[src/rtl/spi_mem_controller_if.sv]
// CPU-side request/response bus for spi_mem_controller: one byte read or write per request.
interface spi_mem_controller_if #(
    parameter int unsigned ADDR_WIDTH = 16
);
    logic                  req_valid;
    logic                  req_write;
    logic [ADDR_WIDTH-1:0] req_addr;
    logic [7:0]            req_wdata;
    logic                  req_ready;
    logic                  rsp_valid;
    logic [7:0]            rsp_rdata;
    logic                  busy;

    modport master (
        output req_valid, req_write, req_addr, req_wdata,
        input  req_ready, rsp_valid, rsp_rdata, busy
    );

    modport slave (
        input  req_valid, req_write, req_addr, req_wdata,
        output req_ready, rsp_valid, rsp_rdata, busy
    );
endinterface

[src/rtl/spi_mem_controller.sv]
// Serialises single-byte CPU memory requests onto a 23LC-style SPI SRAM
// (cmd, 16-bit address, data byte; SPI mode 0).
module spi_mem_controller #(
    parameter int unsigned CLK_DIV    = 1,
    parameter int unsigned ADDR_WIDTH = 16
) (
    input  logic                 clk,
    input  logic                 rst,
    spi_mem_controller_if.slave  bus,
    output logic                 spi_cs_n,
    output logic                 spi_sck,
    output logic                 spi_mosi,
    input  logic                 spi_miso
);
    localparam int unsigned      DIV_W     = 4;
    localparam int unsigned      BIT_W     = 6;
    localparam logic [DIV_W-1:0] DIV_LAST  = DIV_W'(CLK_DIV - 1);
    localparam logic [BIT_W-1:0] BIT_LAST  = BIT_W'(31);
    localparam logic [BIT_W-1:0] BIT_DATA  = BIT_W'(24);
    localparam logic [7:0]       CMD_READ  = 8'h03;
    localparam logic [7:0]       CMD_WRITE = 8'h02;

    typedef enum logic [1:0] {S_IDLE, S_SHIFT, S_DONE} state_t;

    state_t           r_state,     w_state_nxt;
    logic [31:0]      r_shift,     w_shift_nxt;
    logic [7:0]       r_cap,       w_cap_nxt;
    logic [BIT_W-1:0] r_bit,       w_bit_nxt;
    logic [DIV_W-1:0] r_div,       w_div_nxt;
    logic             r_high,      w_high_nxt;
    logic             r_write,     w_write_nxt;
    logic             r_cs_n,      w_cs_n_nxt;
    logic             r_sck,       w_sck_nxt;
    logic             r_mosi,      w_mosi_nxt;
    logic             r_ready,     w_ready_nxt;
    logic             r_busy,      w_busy_nxt;
    logic             r_rsp_valid, w_rsp_valid_nxt;
    logic [7:0]       r_rdata,     w_rdata_nxt;

    logic [ADDR_WIDTH-1:0] w_addr;
    logic [15:0]           w_addr16;

    assign w_addr   = bus.req_addr;
    assign w_addr16 = 16'(w_addr);

    // State and registered outputs
    always_ff @(posedge clk or posedge rst) begin
        if (rst) begin
            r_state     <= S_IDLE;
            r_shift     <= '0;
            r_cap       <= '0;
            r_bit       <= '0;
            r_div       <= '0;
            r_high      <= 1'b0;
            r_write     <= 1'b0;
            r_cs_n      <= 1'b1;
            r_sck       <= 1'b0;
            r_mosi      <= 1'b0;
            r_ready     <= 1'b1;
            r_busy      <= 1'b0;
            r_rsp_valid <= 1'b0;
            r_rdata     <= '0;
        end else begin
            r_state     <= w_state_nxt;
            r_shift     <= w_shift_nxt;
            r_cap       <= w_cap_nxt;
            r_bit       <= w_bit_nxt;
            r_div       <= w_div_nxt;
            r_high      <= w_high_nxt;
            r_write     <= w_write_nxt;
            r_cs_n      <= w_cs_n_nxt;
            r_sck       <= w_sck_nxt;
            r_mosi      <= w_mosi_nxt;
            r_ready     <= w_ready_nxt;
            r_busy      <= w_busy_nxt;
            r_rsp_valid <= w_rsp_valid_nxt;
            r_rdata     <= w_rdata_nxt;
        end
    end

    // Next-state and next-output logic
    always_comb begin
        w_state_nxt     = r_state;
        w_shift_nxt     = r_shift;
        w_cap_nxt       = r_cap;
        w_bit_nxt       = r_bit;
        w_div_nxt       = r_div;
        w_high_nxt      = r_high;
        w_write_nxt     = r_write;
        w_cs_n_nxt      = r_cs_n;
        w_sck_nxt       = r_sck;
        w_mosi_nxt      = r_mosi;
        w_ready_nxt     = r_ready;
        w_busy_nxt      = r_busy;
        w_rsp_valid_nxt = 1'b0;
        w_rdata_nxt     = r_rdata;

        case (r_state)
            S_IDLE: begin
                if (bus.req_valid && r_ready) begin
                    w_state_nxt = S_SHIFT;
                    w_shift_nxt = {bus.req_write ? CMD_WRITE : CMD_READ, w_addr16,
                                   bus.req_write ? bus.req_wdata : 8'h00};
                    w_write_nxt = bus.req_write;
                    w_cs_n_nxt  = 1'b0;
                    w_sck_nxt   = 1'b0;
                    w_mosi_nxt  = w_shift_nxt[31];
                    w_bit_nxt   = '0;
                    w_div_nxt   = '0;
                    w_high_nxt  = 1'b0;
                    w_ready_nxt = 1'b0;
                    w_busy_nxt  = 1'b1;
                end
            end

            S_SHIFT: begin
                // MISO is taken one clk after SCK rises; only the data byte is kept
                if (r_high && (r_div == '0) && (r_bit >= BIT_DATA)) begin
                    w_cap_nxt = {r_cap[6:0], spi_miso};
                end
                if (r_div != DIV_LAST) begin
                    w_div_nxt = r_div + DIV_W'(1);
                end else begin
                    w_div_nxt = '0;
                    if (!r_high) begin
                        w_high_nxt = 1'b1;
                        w_sck_nxt  = 1'b1;
                    end else begin
                        w_high_nxt = 1'b0;
                        w_sck_nxt  = 1'b0;
                        if (r_bit == BIT_LAST) begin
                            w_state_nxt     = S_DONE;
                            w_cs_n_nxt      = 1'b1;
                            w_mosi_nxt      = 1'b0;
                            w_rsp_valid_nxt = 1'b1;
                            if (!r_write) begin
                                w_rdata_nxt = w_cap_nxt;
                            end
                        end else begin
                            w_bit_nxt   = r_bit + BIT_W'(1);
                            w_shift_nxt = {r_shift[30:0], 1'b0};
                            w_mosi_nxt  = r_shift[30];
                        end
                    end
                end
            end

            S_DONE: begin
                w_state_nxt = S_IDLE;
                w_ready_nxt = 1'b1;
                w_busy_nxt  = 1'b0;
            end

            default: begin
                w_state_nxt = S_IDLE;
            end
        endcase
    end

    assign bus.req_ready = r_ready;
    assign bus.rsp_valid = r_rsp_valid;
    assign bus.rsp_rdata = r_rdata;
    assign bus.busy      = r_busy;
    assign spi_cs_n      = r_cs_n;
    assign spi_sck       = r_sck;
    assign spi_mosi      = r_mosi;
endmodule

[src/flat_wrapper.sv]
// flat-port wrapper written by rule: the top's interface ports become plain ports
module spi_mem_controller_flat 
#(
    parameter int unsigned CLK_DIV    = 1,
    parameter int unsigned ADDR_WIDTH = 16
)
  (clk, rst, spi_cs_n, spi_sck, spi_mosi, spi_miso, bus_req_valid, bus_req_write, bus_req_addr, bus_req_wdata, bus_req_ready, bus_rsp_valid, bus_rsp_rdata, bus_busy);
  spi_mem_controller_if #(.ADDR_WIDTH(ADDR_WIDTH)) bus_i ();
  input  logic clk;
  input  logic rst;
  output logic spi_cs_n;
  output logic spi_sck;
  output logic spi_mosi;
  input  logic spi_miso;
  input wire logic [$bits(bus_i.req_valid)-1:0] bus_req_valid;
  input wire logic [$bits(bus_i.req_write)-1:0] bus_req_write;
  input wire logic [$bits(bus_i.req_addr)-1:0] bus_req_addr;
  input wire logic [$bits(bus_i.req_wdata)-1:0] bus_req_wdata;
  output wire logic [$bits(bus_i.req_ready)-1:0] bus_req_ready;
  output wire logic [$bits(bus_i.rsp_valid)-1:0] bus_rsp_valid;
  output wire logic [$bits(bus_i.rsp_rdata)-1:0] bus_rsp_rdata;
  output wire logic [$bits(bus_i.busy)-1:0] bus_busy;
  assign bus_i.req_valid = bus_req_valid;
  assign bus_i.req_write = bus_req_write;
  assign bus_i.req_addr = bus_req_addr;
  assign bus_i.req_wdata = bus_req_wdata;
  assign bus_req_ready = bus_i.req_ready;
  assign bus_rsp_valid = bus_i.rsp_valid;
  assign bus_rsp_rdata = bus_i.rsp_rdata;
  assign bus_busy = bus_i.busy;
  spi_mem_controller #(.CLK_DIV(CLK_DIV), .ADDR_WIDTH(ADDR_WIDTH)) u_core (.clk(clk), .rst(rst), .bus(bus_i), .spi_cs_n(spi_cs_n), .spi_sck(spi_sck), .spi_mosi(spi_mosi), .spi_miso(spi_miso));
endmodule
[config.mk]
export PLATFORM = sky130hd
export DESIGN_NAME = spi_mem_controller_flat
export DESIGN_NICKNAME = d
export VERILOG_FILES = /design/src/rtl/spi_mem_controller_if.sv /design/src/rtl/spi_mem_controller.sv /design/src/flat_wrapper.sv
export SDC_FILE = /design/constraint.sdc
export NUM_CORES = 1
export LEC_CHECK = 0
export BUFFER_PORTS_ARGS = -buffer_cell sky130_fd_sc_hd__buf_4
export CORE_MARGIN = 2
export CORE_UTILIZATION = 40
export DETAILED_ROUTE_END_ITERATION = 10
export PLACE_DENSITY_LB_ADDON = 0.05
export SYNTH_ARGS = -nofsm -noshare
export SYNTH_HDL_FRONTEND = slang
export SYNTH_SLANG_ARGS = --single-unit
[constraint.sdc]
create_clock -name clk -period 2.7 [get_ports clk]
set_input_delay 0.27 -clock clk [delete_from_list [all_inputs] [get_ports clk]]
set_output_delay 0.27 -clock clk [all_outputs]
set_load 0.01 [all_outputs]
== Yosys cells after proc, flatten, opt, wreduce, memory -nomap -nowiden ==
Cells that the tools add are included.

* Add/subtract/negate cells: 2
* $lt $le $gt $ge: 1
* Muxes and demuxes: 41
* Reductions and logical operators: 17
* Bitwise operators: 2
* Equality and inequality tests: 8

{| class="wikitable"
|+ Operators by type and width
! kind !! count
|-
| $mux 31 || 4
|-
| $pmux 31 s2 || 1
|-
| $mux 6 || 4
|-
| $mux 1 || 16
|-
| $mux 8 || 2
|-
| $reduce_and 5->1 || 3
|-
| $pmux 6 s2 || 1
|-
| $pmux 1 s2 || 5
|-
| $mux 2 || 4
|-
| $mux 4 || 2
|-
| $pmux 4 s2 || 1
|-
| $reduce_and 4->1 || 2
|-
| $add 6x1->6 const B || 1
|-
| $eq 6x5->1 const B || 1
|-
| $ge 6x5->1 const B || 1
|-
| $ne 2x1->1 const B || 3
|-
| $reduce_and 2->1 || 3
|-
| $add 4x1->4 const B || 1
|-
| $logic_not 4->1 || 1
|-
| $ne 2x2->1 const B || 2
|-
| $pmux 2 s2 || 1
|-
| $reduce_bool 2->1 || 2
|-
| $reduce_bool 4->1 || 1
|-
| $logic_and 1x1->1 || 3
|-
| 5 further kinds || 6
|}

* Register bits after elaboration: 66
* Input bits: 29
* Logic and storage cells: 84

== Depth between registers and ports, before layout ==
Gate-level depths: netlist of run 1.

* Depth after elaboration: 5
* Gate-level depth with buffers: 8

== Worst setup path before layout of run 1 ==
OpenSTA, ideal clock, no wires.

* Path kind: register -> register
* Start: register u_core.r_div[0]
* End: register u_core.r_cap[0]
* Path slack: 0.801 ns
* Cell stages (with the launch flop): 7
* Data arrival time: 1.774 ns
* Required time: 2.575 ns
* Period minus slack after synthesis: 1.899 ns
* Library setup time: 0.125 ns
* Path buffers: 0
* Cells stage by stage: dfrtp_1 -> inv_1 -> ha_1 -> nor3b_2 -> nand3_2 -> nor2_2 -> mux2_2

* Cells in the longest elaborated chain, start to end: 4

{| class="wikitable"
|+ RTL lines
! what !! line !! source
|-
| from (decl) || spi_mem_controller.sv:29 || <nowiki>logic [DIV_W-1:0] r_div, w_div_nxt;</nowiki>
|-
| from (signal assigned) || spi_mem_controller.sv:68 || <nowiki>r_div <= w_div_nxt;</nowiki>
|-
| $logic_not 4->1 || spi_mem_controller.sv:118 || <nowiki>if (r_high && (r_div == '0) && (r_bit >= BIT_DATA)) begin</nowiki>
|-
| $logic_and 1x1->1 (2 in a row) || spi_mem_controller.sv:118 ||
|-
| $mux 8 || spi_mem_controller.sv:118 ||
|-
| to (signal assigned) || spi_mem_controller.sv:66 || <nowiki>r_cap <= w_cap_nxt;</nowiki>
|-
| to (decl) || spi_mem_controller.sv:27 || <nowiki>logic [7:0] r_cap, w_cap_nxt;</nowiki>
|}

No other way between the ends.
A chain may end at the register's enable or synchronous reset.

== Worst setup path after layout of run 1 ==
Ends and elaborated chain as after synthesis.

==> results.ini, run 1 <==
[grt]
antenna_found_initial = 0
grtUsageTotal_pct = 15.9
busiest_layer = met2
grt_pass1_wl_mm = 11.0
grtUsageMet1_pct = 21.2
grtUsageMet3_pct = 4.83
grt_pass1_vias = 2246
grt-ovfl-total = 0
grt_max_degree = 33
met2_usage_pct = 25.7

[yosys]
syn_area_mm2 = 0.00321
synth-seq-area-share_pct = 51.5
synthCells = 290
yosys.area.top_type = dfrtp_1
async_reset_ff_share_pct = 100
synth.avg_cell_area_um2 = 11.1
dominantRegCellSynth = dfrtp_1
synthTopCellsByArea = dfrtp_1 (50%), mux2_2 (9.5%), nand3_1 (6.2%)
yosys_warnings = 0
synth_fp_nets = 323
synth_most_common_cell = dfrtp_1
synth_top_cell_area_share_pct = 49.9
synth_cell_type_count = 39
synth_edf_count = 0
synth_top_cells_by_count = dfrtp_1 (64), nand3_1 (40), mux2_2 (27), o21ai_2 (20)
ys_ff_latch = 66

[pwr]
ir_drop_uv = 278
power.density_mw_per_mm2 = 492
p_total_w = 0.00187
leakage_nw = 1.92

[sta]
setup_tns_ps = 0
maxSlewHeadroom_pct = 55.8
finalSetupViolations = 0
worst_slack_ps = 530
finClkSkew_ps = 9.27
max_freq_mhz = 461
hold_violations = 0
finalCritPeriodShare_pct = 80.4
rsz0062_at_grt = false
period_minus_slack_ps = 2170
worst_slew_pin_slew_ps = 662
drv_slew = 0

[floorplanning]
rows = 32
dieWidth_um = 93.6
start_util_pct = 41.3
core-area_mm2 = 0.00777
die_h_um = 93.6
fp.dieArea_mm2 = 0.00876
num_io_pins = 43

[layout]
n_fill_cell = 768
drive_gt1_share_pct = 37.4
area_growth_pct = 18.6
antenna-diode-count = 0
finalNetCount = 365
stdcell_count = 439

[routing]
via_count = 2265
routed_wl_mm = 6.32
drt-vias-per-instance = 5.16
drtIter0Drc = 78
drtPass1Iterations = 4
antenna_left = 0
drc = 0
routedWlPerCell_um = 14.4

[clocking]
clock_latency_ps = 340
hold_buffers = 0
worst_setup_hold_path_clk_slew_ps = 70
clock_path_buffers = 2
ctsResizeCount = 0
clockRootBuffer = clkbuf_8
cts_num_sinks = 66
cts_tree = built
cts_buffers = 9
htreeDepth = 3
post_cts_buffers = 0

[place]
place_inst = 423
dp_slack_ps = 506
portBuffers = 42
dpl.hpwl_mm = 4.10
place.gp.congestion = 0.735

[worst_setup_path]
crit_required_ps = 2920
cp_max_fo = 8
crit_path_end_kind = flop
arrival_ps = 2390
ff2ff_path_depth = 6
crit_type = flop to flop
start_kind = flop

[run_status]
status = complete, no violations

[hold_path]
hold_path.class = input pin to asynchronous set/reset pin

[run]
drv_cap = 0

==> sequential cells by signal, summed over array words and instances, names as in the netlist <==
signal and cells:
u_core.r_write 1, u_core.bus.busy 1, u_core.r_cap 8, u_core.spi_cs_n 1
u_core.bus.rsp_rdata 8, u_core.r_shift 31, u_core.r_state 2, u_core.bus.rsp_valid 1
u_core.r_div 4, u_core.bus.req_ready 1, u_core.r_high 1, u_core.r_bit 6
u_core.spi_mosi 1
==> logic make-up after synthesis <==
family,Yosys count,share of synthesized area (%)
and+or+nand+nor,88,15.1
DFF,66,51.5
AOI/OAI and AO/OA,59,12.5
muxes,44,14.8
buffers and inverters,28,4.25
adders and majority gates,4,1.56
xor gates and xnor gates,1,0.273
==> metrics by stage <==
step / util [%] / hold slack, ps / area, um2
final: 49.0 / 33.3 / 3810
after detailed placement: 46.5 / 421 / 3610
after CTS: 49.0 / 48.8 / 3810
after global routing: 49.0 / 61.6 / 3810
after global placement: 46.5 / 426 / 3610
after floorplan: - / 409 / 3210
==> layer usage <==
| metal | up-vias | wire, um |
|---|---|---|
| met5 | - | 0 |
| met4 | 0 | 29 |
| met3 | 2 | 226 |
| met2 | 46 | 3080 |
| met1 | 1099 | 2980 |
| li1 | 1118 | - |
==> final cells by class <==
type,instances,area [um2],share of cell area (%)
sequential,66,1650,43.4
timing repair buffer,50,375,9.86
inverter,9,33.8,0.887
clock buffer,9,124,3.25
clock inverter,7,70.1,1.84
multi-input combinational,196,1420,37.4
tap,102,128,3.35
==> layout by cell type (no fill, tap or decap), types with 2 or more instances in the layout <==
cell type  instances
dfrtp_1           64
nor2_1             8
mux2_2            27
buf_4             50
o31ai_1            4
clkinv_4           2
ha_1               4
o21ai_1            9
dfstp_2            2
clkbuf_8           9
nor3_1             2
nor2_2             2
nand2b_1           2
mux2i_1           17
clkinv_2           3
o21ai_2           20
inv_1              8
nand3_1           40
nand2_1           17
a31oi_1            3
a21oi_1           12
o21ai_0            5
and3_1             8
==> critical path, stage by stage, from the launching register on <==
cell and delay, ps:
dfrtp_1 420, inv_1 70, ha_1 200, nor3b_2 330
nand3_2 230, nor2_2 410, mux2_2 390
==> worst paths after layout <==
check / slack [ps] / startpoint / endpoint
worst max-delay path: 530 / u_core.r_div[0] / u_core.r_cap[0]
worst min-delay path: 30 / rst / u_core.r_shift[10]
worst max register to register: 530 / u_core.r_div[0] / u_core.r_cap[0]
worst min register to register: 470 / u_core.spi_cs_n / u_core.spi_cs_n
max in group asynchronous: 1920 / rst / u_core.r_shift[27]
min in group clk: 190 / spi_miso / u_core.r_cap[0]
==> power by group <==
part | switching [W] | internal, W | leakage (nW) | total [W]
clock network | 0.000385 | 0.000424 | 0.0990 | 0.000809
registers | 0.00000489 | 0.000994 | 0.864 | 0.000999
logic | 0.0000294 | 0.0000367 | 0.953 | 0.0000662
total | 0.000419 | 0.00146 | 1.92 | 0.00187
(Power assumes the default switching activity.)
==> run 2, diff against run 1 <==
==> constraint.sdc (replaced) <==
create_clock -name clk -period 2.23 [get_ports clk]
set_input_delay 0.223 -clock clk [delete_from_list [all_inputs] [get_ports clk]]
set_output_delay 0.223 -clock clk [all_outputs]
set_load 0.01 [all_outputs]
==> run 2 against run 1 <==
Clock power is 25% higher. Cell area rose by 1.7%. Combinational power is 28% higher. Core utilization rose by 0.82 points. First-iteration DRC count rose by 12%. Non-clock buffer count rose by 6. Register-to-register slack got worse by 350 ps. Cell count rose by 1.4%. Worst hold slack better by 99 ps. Sequential share of layout area shrank 0.72 points. Global-route usage grew 0.20 points. Flip-flop and latch count unchanged.
==> results.ini, run 2 (synthesis results as in run 1) <==
[run_status]
status = complete, no violations

[routing]
routed_wl_mm = 6.43
drt-vias-per-instance = 5.20
antenna_left = 0
routedWlPerCell_um = 14.5
drc = 0
via_count = 2313
drtIter0Drc = 87
drtPass1Iterations = 4

[sta]
finClkSkew_ps = 5.04
hold-worst-slack_ps = 133
drv_slew = 0
setup_tns_ps = 0
worst_slew_pin_slew_ps = 601
max_freq_mhz = 489
rsz0062_at_grt = false
hold_violations = 0
finalSetupViolations = 0
finalCritPeriodShare_pct = 91.8
maxSlewHeadroom_pct = 59.8
period_minus_slack_ps = 2050

[hold_path]
min_to = u_core.r_cap[0]
min_from = spi_miso
hold_path.class = input pin to flop
whs_path_depth = 2

[worst_setup_path]
crit_path_end_kind = flop
rrSetupSlack_ps = 180
cp_max_fo = 8
worstReg2RegEnd = u_core.bus.rsp_rdata[1]
worstReg2RegStart = u_core.r_div[0]
start_kind = flop
crit_type = flop to flop
arrival_ps = 2270
ff2ff_path_depth = 6
crit_required_ps = 2450

[grt]
antenna_found_initial = 0
grt_pass1_wl_mm = 11.0
grtUsageTotal_pct = 16.1
grt-ovfl-total = 0
grt_pass1_vias = 2266
grt_max_degree = 33

[clocking]
worst_setup_hold_path_clk_slew_ps = 70
cts_buffers = 9
clockRootBuffer = clkbuf_8
cts_tree = built
cts_num_sinks = 66
post_cts_buffers = 0
clock_path_buffers = 2
clock_latency_ps = 330
htreeDepth = 3

[pwr]
power.density_mw_per_mm2 = 596
ir_drop_uv = 341
leakage_nw = 1.95

[layout]
n_fill_cell = 758
final_common_cell = dfrtp_1
top_register = u_core.r_shift
antenna-diode-count = 0
finalNetCount = 371
fin_util_pct = 49.9
largest_register_ffs = 31
drive_gt1_share_pct = 37.3
layout_common_cells = dfrtp_1 (64), buf_4 (54), nand3_1 (40)
area_growth_pct = 20.6

[floorplanning]
die_h_um = 93.6
dieWidth_um = 93.6
fp.dieArea_mm2 = 0.00876
rows = 32
core-area_mm2 = 0.00777
num_io_pins = 43
start_util_pct = 41.3

[run]
drv_cap = 0

[place]
portBuffers = 42
dpl.hpwl_mm = 4.26
place.gp.congestion = 0.744

run 2: cell types whose count changed in the layout (fill, tap and decap cells not counted):
cell           change
buf_4              +4
clkbuf_1           +3
clkbuf_8           +2
clkinv_2           -2
clkinv_4           -2
buf_12             +1
clkinvlp_4         -1
dlygate4sd3_1      +1
run 2: timing repair:
action | 4_1_cts | 5_1_grt
hold buffers | 1 | 0
hold endpoints to repair | 22 | 0
resized for setup | 0 | 0
run 2: worst max-delay path: stages (launching register included):
cell and delay (ps):
dfrtp_1 420, inv_1 80, ha_1 200, nor3b_2 310, nand3_2 170, nor3_4 370, mux2_2 380
run 2: power breakdown:
group / switching, W / internal (W) / leakage (nW)
clock network: 0.000435 / 0.000578 / 0.101
logic: 0.0000366 / 0.0000481 / 0.986
registers: 0.00000626 / 0.00120 / 0.864
total: 0.000478 / 0.00183 / 1.95
run 2: cell type report:
class	instances	area, um2	share of cell area (%)
Timing Repair Buffer	56	435	11.2
Sequential cell	66	1650	42.7
Tap cell	102	128	3.30
Multi-Input combinational cell	196	1420	36.8
Inverter	9	33.8	0.872
Clock buffer	14	163	4.20
Clock inverter	2	35.0	0.905
run 2: worst max-delay path by stage:
stage                                         end  cells past startpoint             from
final                     u_core.bus.rsp_rdata[1]                      6  u_core.r_div[0]
after global routing      u_core.bus.rsp_rdata[1]                      6  u_core.r_div[0]
after CTS                 u_core.bus.rsp_rdata[1]                      6  u_core.r_div[0]
after detailed placement  u_core.bus.rsp_rdata[1]                      6  u_core.r_div[0]
after global placement    u_core.bus.rsp_rdata[4]                      6  u_core.r_div[0]
after floorplan                   u_core.r_cap[0]                      6  u_core.r_div[0]
run 2: metal layers:
layer,part of all wire [%],global-route usage (%),vias up
li1,-,-,1134
met3,3.4,4.35,10
met4,1.4,5.92,0
met1,48,21.4,1133
met5,0,0,-
met2,47,25.4,36
run 2: stage by stage:
stage               worst slack, ps  instances  instance area, um2  total power, W
floorplan                       331        290                3210         0.00126
global placement                216        428                3660         0.00132
detailed placement              179        428                3660         0.00132
CTS                             166        445                3870         0.00235
global route                  0.134        445                3870         0.00240
finish                          184        445                3870         0.00231
